`src/rtl/seq_mult_unit.sv`:
```
// Shift-and-add sequential multiplier, WIDTH x WIDTH -> 2*WIDTH, start/busy/done handshake.
// Optional two's-complement mode enabled by defining SEQ_MULT_SIGNED_EN (adds signed_md port).
module seq_mult_unit #(
    parameter int WIDTH = 16
) (
    input  logic               clk,
    input  logic               rst,
    input  logic               start,
    input  logic [WIDTH-1:0]   a_in,
    input  logic [WIDTH-1:0]   b_in,
`ifdef SEQ_MULT_SIGNED_EN
    input  logic               signed_md,
`endif
    output logic               busy,
    output logic               done,
    output logic [2*WIDTH-1:0] product
);

    localparam int PW = 2 * WIDTH;

    typedef enum logic [1:0] {
        S_IDLE,
        S_CALC,
        S_DONE
    } state_t;

    state_t           state_q, state_d;
    logic [PW-1:0]    a_q, a_d;
    logic [WIDTH-1:0] b_q, b_d;
    logic [PW-1:0]    prod_q, prod_d;
    logic             busy_q, busy_d;
    logic             done_q, done_d;
    logic [WIDTH-1:0] a_mag, b_mag;

`ifdef SEQ_MULT_SIGNED_EN
    logic neg_q, neg_d;

    // Most-negative value negates to itself, which is its correct unsigned magnitude.
    always_comb begin
        a_mag = (signed_md && a_in[WIDTH-1]) ? -a_in : a_in;
        b_mag = (signed_md && b_in[WIDTH-1]) ? -b_in : b_in;
    end
`else
    always_comb begin
        a_mag = a_in;
        b_mag = b_in;
    end
`endif

    always_comb begin
        state_d = state_q;
        a_d     = a_q;
        b_d     = b_q;
        prod_d  = prod_q;
        busy_d  = 1'b0;
        done_d  = 1'b0;
`ifdef SEQ_MULT_SIGNED_EN
        neg_d   = neg_q;
`endif
        unique case (state_q)
            S_IDLE: begin
                if (start) begin
                    a_d     = {{WIDTH{1'b0}}, a_mag};
                    b_d     = b_mag;
                    prod_d  = '0;
                    busy_d  = 1'b1;
                    state_d = S_CALC;
`ifdef SEQ_MULT_SIGNED_EN
                    neg_d   = signed_md & (a_in[WIDTH-1] ^ b_in[WIDTH-1]);
`endif
                end
            end
            S_CALC: begin
                if (b_q != '0) begin
                    if (b_q[0]) begin
                        prod_d = prod_q + a_q;
                    end
                    a_d    = a_q << 1;
                    b_d    = b_q >> 1;
                    busy_d = 1'b1;
                end else begin
                    done_d  = 1'b1;
                    state_d = S_DONE;
`ifdef SEQ_MULT_SIGNED_EN
                    if (neg_q) begin
                        prod_d = -prod_q;
                    end
`endif
                end
            end
            S_DONE: begin
                state_d = S_IDLE;
            end
            default: begin
                state_d = S_IDLE;
            end
        endcase
    end

    always_ff @(posedge clk) begin
        if (rst) begin
            state_q <= S_IDLE;
            a_q     <= '0;
            b_q     <= '0;
            prod_q  <= '0;
            busy_q  <= 1'b0;
            done_q  <= 1'b0;
`ifdef SEQ_MULT_SIGNED_EN
            neg_q   <= 1'b0;
`endif
        end else begin
            state_q <= state_d;
            a_q     <= a_d;
            b_q     <= b_d;
            prod_q  <= prod_d;
            busy_q  <= busy_d;
            done_q  <= done_d;
`ifdef SEQ_MULT_SIGNED_EN
            neg_q   <= neg_d;
`endif
        end
    end

    assign busy    = busy_q;
    assign done    = done_q;
    assign product = prod_q;

endmodule

```
`config.mk`:
```
export PLATFORM = sky130hd
export DESIGN_NAME = seq_mult_unit
export DESIGN_NICKNAME = d
export VERILOG_FILES = /design/src/rtl/seq_mult_unit.sv
export SDC_FILE = /design/constraint.sdc
export NUM_CORES = 1
export LEC_CHECK = 0
export CORE_ASPECT_RATIO = 1.75
export CORE_UTILIZATION = 49
export CTS_CLUSTER_DIAMETER = 80
export CTS_CLUSTER_SIZE = 40
export DETAILED_ROUTE_END_ITERATION = 12
export HOLD_SLACK_MARGIN = 0.1
export PLACE_DENSITY = 0.73
export RECOVER_POWER = 50
export SLEW_MARGIN = 20
export SYNTH_ARGS = -nofsm -noshare
export SYNTH_HDL_FRONTEND = slang
export SYNTH_SLANG_ARGS = --single-unit
```
`constraint.sdc`:
```
create_clock -name clk -period 8.3 [get_ports clk]
set_clock_uncertainty 0.2 [all_clocks]
set_input_delay 1.66 -clock clk [delete_from_list [all_inputs] [get_ports clk]]
set_output_delay 1.66 -clock clk [all_outputs]
set_load 0.01 [all_outputs]
```
* Word level (Yosys, flattened, before mapping)
Index checks and enable logic that the tools add are counted.
** Cells by class
- Add/subtract/negate cells :: 1
- Equal/unequal tests :: 5
- Multiplexer cells :: 17
- Bitwise gates (word level) :: 1
- Reductions and logical operators :: 7
** Operator list (number)
- $mux 32 :: 5
- $pmux 32 s2 :: 2
- $add 32x32->32 :: 1
- $mux 16 :: 2
- $pmux 16 s2 :: 1
- $reduce_bool 16->1 :: 1
- $ne 2x2->1 const B :: 4
- $mux 2 :: 2
- $pmux 2 s2 :: 1
- $reduce_and 4->1 :: 1
- $mux 1 :: 3
- $reduce_and 3->1 :: 1
- $eq 2x1->1 const B :: 1
- $logic_not 2->1 :: 1
- $pmux 1 s2 :: 1
- $reduce_and 2->1 :: 1
- $reduce_bool 2->1 :: 1
- $reduce_or 2->1 :: 1
- $not 1->1 :: 1
** Word-level totals
- Bits in registers :: 84
- Input bits :: 35
- Logic and storage cells :: 37

* Longest topological paths before layout
Gate-level depths: netlist of the first run.
- Depth in word-level cells :: 4
- Gate-level depth with buffers :: 12
- Gate-level depth less buffers :: 12

* Worst setup path after synthesis of the first run
OpenSTA, ideal clock, no wires.
- Path type :: input to register
- From :: in start
- To :: reg a_q[29]
- Library setup time :: 0.071 ns
- Arrival time :: 3.047 ns
- Required time :: 8.029 ns
- Path slack :: 4.982 ns
- Stages :: 6
- Cells stage by stage :: nor3b_1 a21o_1 clkbuf_1 buf_1 nand3_1 a21oi_1
** On the way
- Word-level cells in the longest chain between the ends :: 2
** RTL lines
- start, declared :: line 8 : input logic start,
- $ne 2x2->1 (no line)
- $reduce_and 3->1 (no line)
- end signal, assigned :: line 103 : a_q <= '0;
- end signal, assigned :: line 113 : a_q <= a_d;
- end, declared :: line 28 : logic [PW-1:0] a_q, a_d;
No other way between the ends.
A chain may end at the register's enable or synchronous reset.

==> impl_metrics.toml, run 1 <==
[outcome]
status = "finished with violations"
failed_checks = "capacitance limit, slew limit"

[die]
start_util = 0.510
die_h_um = 134
row_count = 47
io-pin-count = 69
dieArea_um2 = 10400
die_x_um = 77.5
core_area_um2 = 9590

[clocking]
cts-hold-fix-buffers = 0
cts-resized-gates = 0
cts_setup_buffers = 0
clkLatencyLatePin_ns = 0.34
cts_tree = "yes"
numCtsBuffers = 9
cts-root-buf = "clkbuf_16"
cts.clk_slew.worst_paths_ns = 0.06
cts_buffer_depth = 2
cts.sinks = 84
htree_levels = 3

[sta]
hold_viol_final = 0
final.setup.tns_ns = 0
hold_slack_ns = 0.279
period_minus_slack_ns = 5.58
rsz0062_at_grt = "no"
worst_slew_pin_slew_ns = 2.85
slew_viol_final = 89
setup_viol = 0
relSlewSlack = -0.898
finalCritPeriodShare = 0.672
fmax_ghz = 0.179

[pwr]
cellPowerDensity_nw_per_um2 = 170
peakVddDrop_mv = 0.112
p_leak_uw = 0.00244

[setup_path]
cp_max_fo = 69
crit_arrival_ns = 5.60
worstSetupStartpointType = "primary input"
endpoint_kind = "register"
crit_type = "primary input to register"
critPathRequiredTime_ns = 8.32

[yosys]
ys_warn_count = 0
synthDistinctLibCells = 61
yosysSeqAreaShare = 0.344
postSynth.asyncResetShare = 0
synth_edf_count = 0
syn_nets = 672
synth.avg_cell_area_um2 = 8.08
synth_top_flop_cell = "dfxtp_1"
syn_area_um2 = 4890
synthCells = 605
synth-seq-cells = 84

[final_layout]
syn_to_final_growth_pct = 18.8
layout-drive-gt1-share = 0.0572
nets = 711
diodes = 0

[run]
timing.max_cap.violations = 2

[grt]
globalRoute.totalOverflow = 0
grt_pass1_vias = 4312
grt_max_degree = 77
antenna_found_initial = 0
track_usage = 0.229
grt_pass1_wl_um = 19200

[routing]
drt-initial-drc-count = 252
detail-route-antenna-nets = 0
avgRoutedWirePerCell_um = 15.0
viasPerCell = 5.79
routed-via-count = 4453
post-route-drc-count = 0
first_pass_iters = 4
drt-total-wl_um = 11600

[placed_design]
dp_hpwl_um = 8310
portBuffers = 68
gp_congestion = 0.958

[hold_path]
hold_path.class = "register to register"
==> metrics by stage <==
step / std cells / instance area (um^2) / util / worst slack, ns / total power (uW)
4_1_cts: 769 / 5810 / 0.606 / 4.46 / 992
6_report: 769 / 5800 / 0.606 / 2.72 / 986
3_3_place_gp: 755 / 5520 / 0.576 / 4.20 / 593
2_1_floorplan: 605 / 4890 / - / 4.98 / 561
5_1_grt: 769 / 5800 / 0.606 / 2.26 / 1020
3_5_place_dp: 755 / 5520 / 0.576 / 4.11 / 597
==> path summary, 6_finish.rpt <==
| check | start | to | slack (ns) | cells after the start |
|---|---|---|---|---|
| max | rst | product[31] | 2.72 | 6 |
| min | product[30] | product[30] | 0.28 | 2 |
| max reg2reg | state_q[1] | product[31] | 4.63 | 7 |
| min reg2reg | product[30] | product[30] | 0.28 | 2 |
==> kinds of logic (layout without fill, tap and decap cells) <==
logic type      after synthesis  count (layout)  share of synthesized area
simple gates                231             231                      0.206
mux                           1               1                    0.00205
compound gates              175             175                      0.255
flops                        84              84                      0.344
buf+inv                      53              95                     0.0573
fa+ha+maj                    32              32                     0.0835
xor+xnor                     29              29                     0.0520
==> cell usage after synthesis (all sizes together) (5+ instances only) <==
| library cell | n | share of area |
|---|---|---|
| nand3 | 18 | 0.018 |
| clkbuf | 34 | 0.028 |
| a21o | 20 | 0.031 |
| ha | 31 | 0.079 |
| inv | 8 | 0.0061 |
| a311oi | 31 | 0.056 |
| xor2 | 14 | 0.025 |
| o21ai | 27 | 0.028 |
| nand4 | 7 | 0.0090 |
| xnor2 | 15 | 0.027 |
| buf | 10 | 0.019 |
| a22oi | 15 | 0.023 |
| and3 | 5 | 0.0067 |
| nor3 | 5 | 0.0051 |
| nor2 | 61 | 0.048 |
| a21oi | 51 | 0.055 |
| dfxtp | 84 | 0.34 |
| nand2 | 112 | 0.086 |
==> layer usage <==
layer  GRT usage  share of wire  vias to the layer above
met5           0              0                        -
met4       0.134          0.034                        0
met3      0.0224          0.025                       32
met2       0.429           0.53                       94
met1       0.244           0.41                     2089
li1            -              -                     2238
==> registers in the layout (all words and copies together), names as in the netlist <==
signal / flops
a_q: 32
b_q: 16
busy: 1
done: 1
product: 32
state_q: 2
==> cells in the final DEF, fill, tap and decap left out, drive strengths merged, types with 2 or more instances in the layout <==
cell type | synthesis | routed
a211oi | 3 | 3
a21o | 20 | 20
a21oi | 51 | 51
a22oi | 15 | 15
a311oi | 31 | 31
a31oi | 3 | 3
and2 | 3 | 3
and2b | 3 | 3
and3 | 5 | 5
buf | 10 | 4
bufinv | 1 | 2
clkbuf | 34 | 12
clkdlybuf4s50 | 0 | 33
dfxtp | 84 | 84
dlygate4sd3 | 0 | 34
ha | 31 | 31
inv | 8 | 9
nand2 | 112 | 112
nand2b | 3 | 3
nand3 | 18 | 18
nand4 | 7 | 7
nor2 | 61 | 61
nor2b | 3 | 3
nor3 | 5 | 5
nor3b | 2 | 2
nor4 | 4 | 4
o2111ai | 3 | 3
o211ai | 4 | 4
o21a | 3 | 3
o21ai | 27 | 27
o21bai | 2 | 2
o31ai | 4 | 4
or3 | 2 | 2
xnor2 | 15 | 15
xor2 | 14 | 14
==> power breakdown <==
group          total, uW  internal (uW)  switching (uW)
Clock                398            239             159
Sequential           442            425            17.4
Combinational        145           58.8            86.4
Total                986            723             263
==> area by class of cell <==
class / count / area [um^2]
sequential: 84 / 1680
inverter: 9 / 47.5
clock buffer: 11 / 243
fill: 891 / 3780
multi-input combinational: 468 / 2930
timing repair buffer: 72 / 702
tap: 122 / 153
clock inverter: 3 / 46.3
==> critical path: stages <==
cell and delay, ns:
buf_2 0.07, clkbuf_1 2.01, nor3_1 1.12, a21oi_1 0.43, o211a_1 0.21, a22oi_1 0.08
Power figures use the tool's default switching activity.
==> inputs of run 2 (changes only) <==
--- a/config.mk
+++ b/config.mk
@@ -11,7 +11,7 @@
 export CTS_CLUSTER_SIZE = 40
 export DETAILED_ROUTE_END_ITERATION = 12
 export HOLD_SLACK_MARGIN = 0.1
-export PLACE_DENSITY = 0.73
+export PLACE_DENSITY = 0.76
 export RECOVER_POWER = 50
 export SLEW_MARGIN = 20
 export SYNTH_ARGS = -nofsm -noshare
==> constraint.sdc (replaced) <==
create_clock -name clk -period 4.9 [get_ports clk]
set_clock_uncertainty 0.2 [all_clocks]
set_input_delay 0.98 -clock clk [delete_from_list [all_inputs] [get_ports clk]]
set_output_delay 0.98 -clock clk [all_outputs]
set_load 0.01 [all_outputs]
==> run 2 against run 1 <==
The run now ends clean. Worst hold slack worse by 0.011 ns. Cell area is 0.47% higher. Global-route usage rose by 0.75 points. Via count grew 0.65%. Sequential share of layout area down 0.14 points. Core utilization grew 0.29 points. Clock power rose by 73%. First-iteration DRC count decreased by 15%. Die area is the same. Combinational power is 71% higher. Critical endpoint unchanged. Critical path type is now register to register.
==> impl_metrics.toml, run 2 (synthesized netlist as in run 1, its figures left out) <==
[hold_path]
hold_path.class = "register to register"
holdPathEnd = "product[26]"
worstHoldStart = "product[26]"
min_path_cells = 2

[final_layout]
nets = 714
layout-drive-gt1-share = 0.0629
syn_to_final_growth_pct = 19.3
final_cells = 774
final_cell_mix = "nand2_1, dfxtp_1, nor2_1"
diodes = 0
layout_commonest_cell = "nand2_1"

[sta]
worst_slew_pin_slew_ns = 1.11
relSlewSlack = 0.255
setup_viol = 0
fmax_ghz = 0.272
finalCritPeriodShare = 0.749
period_minus_slack_ns = 3.67
rsz0062_at_grt = "no"
final.setup.tns_ns = 0
hold_viol_final = 0
slew_viol_final = 0
setup_slack_ns = 1.23

[placed_design]
portBuffers = 68
place_ws_ns = 1.42
dp_cells = 758
dp_hpwl_um = 8520
gp_congestion = 0.923

[die]
die_h_um = 134
row_count = 47
io-pin-count = 69
dieArea_um2 = 10400
start_util = 0.510
die_x_um = 77.5
core_area_um2 = 9590

[routing]
viasPerCell = 5.79
detail-route-antenna-nets = 0
drt-total-wl_um = 11800
routed-via-count = 4482
avgRoutedWirePerCell_um = 15.2
first_pass_iters = 5
post-route-drc-count = 0
drt-initial-drc-count = 213

[grt]
grt_pass1_vias = 4342
globalRoute.totalOverflow = 0
track_usage = 0.237
grt_pass1_wl_um = 19700
grt_max_degree = 69
antenna_found_initial = 0

[setup_path]
worstReg2RegEnd = "product[31]"
cpPeakStageDelay_ns = 0.83
rr_worst_depth = 9
worstSetupStartpointType = "register"
r2r_slack_ns = 1.23
endpoint_kind = "register"
slowest_stage = "and2_0"
crit_arrival_ns = 3.75
r2r-start = "state_q[1]"
crit_type = "register to register"
critPathRequiredTime_ns = 4.97
cp_cell_sequence = "and2b_1 -> clkbuf_2 -> and2_0 -> nand2b_1 -> buf_4 -> or4_1 -> a41o_1 -> o211a_1 -> a22oi_1"
cp_max_fo = 50

[pwr]
peakVddDrop_mv = 0.197
cellPowerDensity_nw_per_um2 = 290
p_leak_uw = 0.00245

[clocking]
htree_levels = 3
cts_setup_buffers = 0
cts.sinks = 84
cts-root-buf = "clkbuf_16"
clkLatencyLatePin_ns = 0.35
cts_buffer_depth = 2
cts.clk_slew.worst_paths_ns = 0.07
numCtsBuffers = 9
cts-resized-gates = 0
cts-hold-fix-buffers = 0
cts_tree = "yes"

[run]
timing.max_cap.violations = 0

[outcome]
status = "completed"
-- run 2: worst max-delay path: cells and delay by family (launching register included) --
family                 cells  cell delay (ns)
buffers and inverters      2             0.97
DFF                        1             0.32
AOI/OAI and AO/OA          3             0.50
and+or+nand+nor            4             1.59
-- run 2: worst max-delay path by stage --
stage	startpoint	endpoint	slack [ns]	depth (start not counted)
2_1_floorplan	product[0]	product[28]	1.94	12
3_3_place_gp	start	b_q[11]	1.51	6
3_5_place_dp	start	a_q[10]	1.42	6
4_1_cts	product[0]	product[28]	1.63	12
5_1_grt	state_q[1]	product[31]	0.97	9
6_report	state_q[1]	product[31]	1.23	9
-- run 2: metrics by stage --
step / total power [uW] / cell area (um^2) / util / hold WS, ns
6_report: 1690 / 5830 / 0.608 / 0.268
5_1_grt: 1750 / 5830 / 0.608 / 0.291
3_3_place_gp: 1010 / 5540 / 0.578 / 0.256
4_1_cts: 1700 / 5840 / 0.609 / 0.275
2_1_floorplan: 950 / 4890 / - / 0.249
3_5_place_dp: 1020 / 5540 / 0.578 / 0.265
-- run 2: report_power, final --
group,internal (uW),switching [uW]
clock network,398,291
registers,719,31.3
logic,99.5,149
total,1220,471
-- run 2: routing by layer --
metal | track usage | share of wire | wire (um)
met1 | 0.263 | 0.40 | 4700
met2 | 0.420 | 0.53 | 6240
met3 | 0.0367 | 0.034 | 395
met4 | 0.138 | 0.036 | 418
met5 | 0 | 0 | 0
-- run 2: area by class of cell --
cell class	count	area [um^2]
fill	842	3750
multi-input combinational	468	2930
sequential	84	1680
timing repair buffer	75	717
clock buffer	9	225
tap	122	153
clock inverter	7	73.8
inverter	9	47.5
==> inputs of run 3 (changes only) <==
==> constraint.sdc (replaced) <==
create_clock -name clk -period 3.3 [get_ports clk]
set_clock_uncertainty 0.2 [all_clocks]
set_input_delay 0.66 -clock clk [delete_from_list [all_inputs] [get_ports clk]]
set_output_delay 0.66 -clock clk [all_outputs]
set_load 0.01 [all_outputs]
==> run 3 against run 2 <==
Via count rose by 1.2%. Sequential power rose by 48%. Count of clock-buffer cells in the layout rose by 1. Sequential share of layout area fell by 0.24 points. Cell area rose by 0.84%. Total power rose by 48%. Worst hold slack got worse by 0.0030 ns.
==> impl_metrics.toml, run 3 (synthesized netlist as in run 1, its figures left out) <==
[routing]
post-route-drc-count = 0
drt-initial-drc-count = 227
routed-via-count = 4537
avgRoutedWirePerCell_um = 15.7
drt-total-wl_um = 12200
viasPerCell = 5.82
first_pass_iters = 5
detail-route-antenna-nets = 0

[grt]
grt_max_degree = 60
track_usage = 0.250
grt_pass1_wl_um = 20600
globalRoute.totalOverflow = 0
antenna_found_initial = 0
grt_pass1_vias = 4510

[hold_path]
hold_path.class = "register to register"
holdPathEnd = "product[26]"
worstHoldStart = "product[26]"
min_path_cells = 2

[die]
die_x_um = 77.5
row_count = 47
die_h_um = 134
io-pin-count = 69
core_area_um2 = 9590
start_util = 0.510
dieArea_um2 = 10400

[sta]
setup_viol = 0
relSlewSlack = 0.206
rsz0062_at_grt = "no"
finalCritPeriodShare = 0.950
hold_viol_final = 0
worst_slew_pin_slew_ns = 1.19
final.setup.tns_ns = 0
period_minus_slack_ns = 3.14
fmax_ghz = 0.319
slew_viol_final = 0
hold_slack_ns = 0.265

[clocking]
cts.sinks = 84
cts_setup_buffers = 0
cts_tree = "yes"
htree_levels = 3
cts-root-buf = "clkbuf_16"
numCtsBuffers = 9
clkLatencyLatePin_ns = 0.34
cts_buffer_depth = 2
cts.clk_slew.worst_paths_ns = 0.06

[setup_path]
worstSetupStartpointType = "register"
rr_worst_depth = 12
crit_type = "register to register"
r2r-start = "product[0]"
cp_max_fo = 4
endpoint_kind = "register"
critPathRequiredTime_ns = 3.33
worstReg2RegEnd = "product[28]"
r2r_slack_ns = 0.16
crit_arrival_ns = 3.16

[pwr]
power.total_uw = 2500
p_leak_uw = 0.00247
cellPowerDensity_nw_per_um2 = 426
peakVddDrop_mv = 0.309

[placed_design]
dp_cells = 764
portBuffers = 68
gp_congestion = 0.927
dp_hpwl_um = 8940

[final_layout]
final_cells = 780
final_core_util = 0.613
syn_to_final_growth_pct = 20.3
diodes = 0
nets = 720
layout-drive-gt1-share = 0.0714
layout_commonest_cell = "nand2_1"
final_cell_mix = "nand2_1, dfxtp_1, nor2_1"

[outcome]
status = "completed"

[run]
timing.max_cap.violations = 0
[run 3: cell types whose count changed in the layout (fill, tap and decap cells not counted), moves of 2 or more]
cell	delta
clkinv_4	+2
buf_4	+7
o21ai_1	+3
clkdlybuf4s50_1	+4
o21ai_0	-3
dlygate4sd3_1	-4
inv_6	-3
[run 3: per-layer routing]
metal / vias to the layer above / wire length [um] / global-route usage
li1: 2261 / - / -
met1: 2106 / 4790 / 0.260
met2: 125 / 6320 / 0.450
met3: 45 / 499 / 0.0497
met4: 0 / 601 / 0.160
met5: - / 0 / 0
[run 3: worst max-delay path by stage]
stage,slack [ns],cells past startpoint,to,from
finish,0.16,12,product[28],product[0]
global placement,0.25,12,product[28],product[0]
detailed placement,0.19,12,product[28],a_q[0]
CTS,0.16,12,product[28],product[0]
global route,0.0003,12,product[30],product[0]
floorplan,0.34,12,product[28],product[0]
[run 3: worst max-delay path: stages (launching register included)]
cell and delay (ns):
dfxtp_1 0.36, ha_1 0.20, inv_1 0.06, fa_1 0.38, and2b_1 0.22, o2111ai_1 0.16, a21oi_2 0.24, nor2_4 0.08
o31ai_4 0.35, a2111oi_4 0.14, o311ai_2 0.32, xor2_1 0.10, a22o_1 0.20
[run 3: stage by stage]
step | cell area (um^2) | worst slack (ns)
5_1_grt | 5880 | 0.000270
6_report | 5880 | 0.164
3_3_place_gp | 5590 | 0.247
2_1_floorplan | 4890 | 0.336
4_1_cts | 5880 | 0.160
3_5_place_dp | 5590 | 0.191
[run 3: where the power goes]
part | switching, uW | total (uW) | internal (uW)
Clock | 419 | 1010 | 587
Combinational | 230 | 387 | 157
Sequential | 43.2 | 1110 | 1070
Total | 692 | 2500 | 1810
[run 3: layout make-up]
class,count,area [um^2]
timing repair buffer,81,766
inverter,9,47.5
sequential,84,1680
multi-input combinational,468,2940
tap,122,153
clock inverter,6,65.1
fill,839,3700
clock buffer,10,229
[run 3: timing repair]
item | 4_1_cts | 5_1_grt
hold buffers | 0 | 0
endpoints found under the setup margin | 0 | 1
resized for setup | 0 | 1
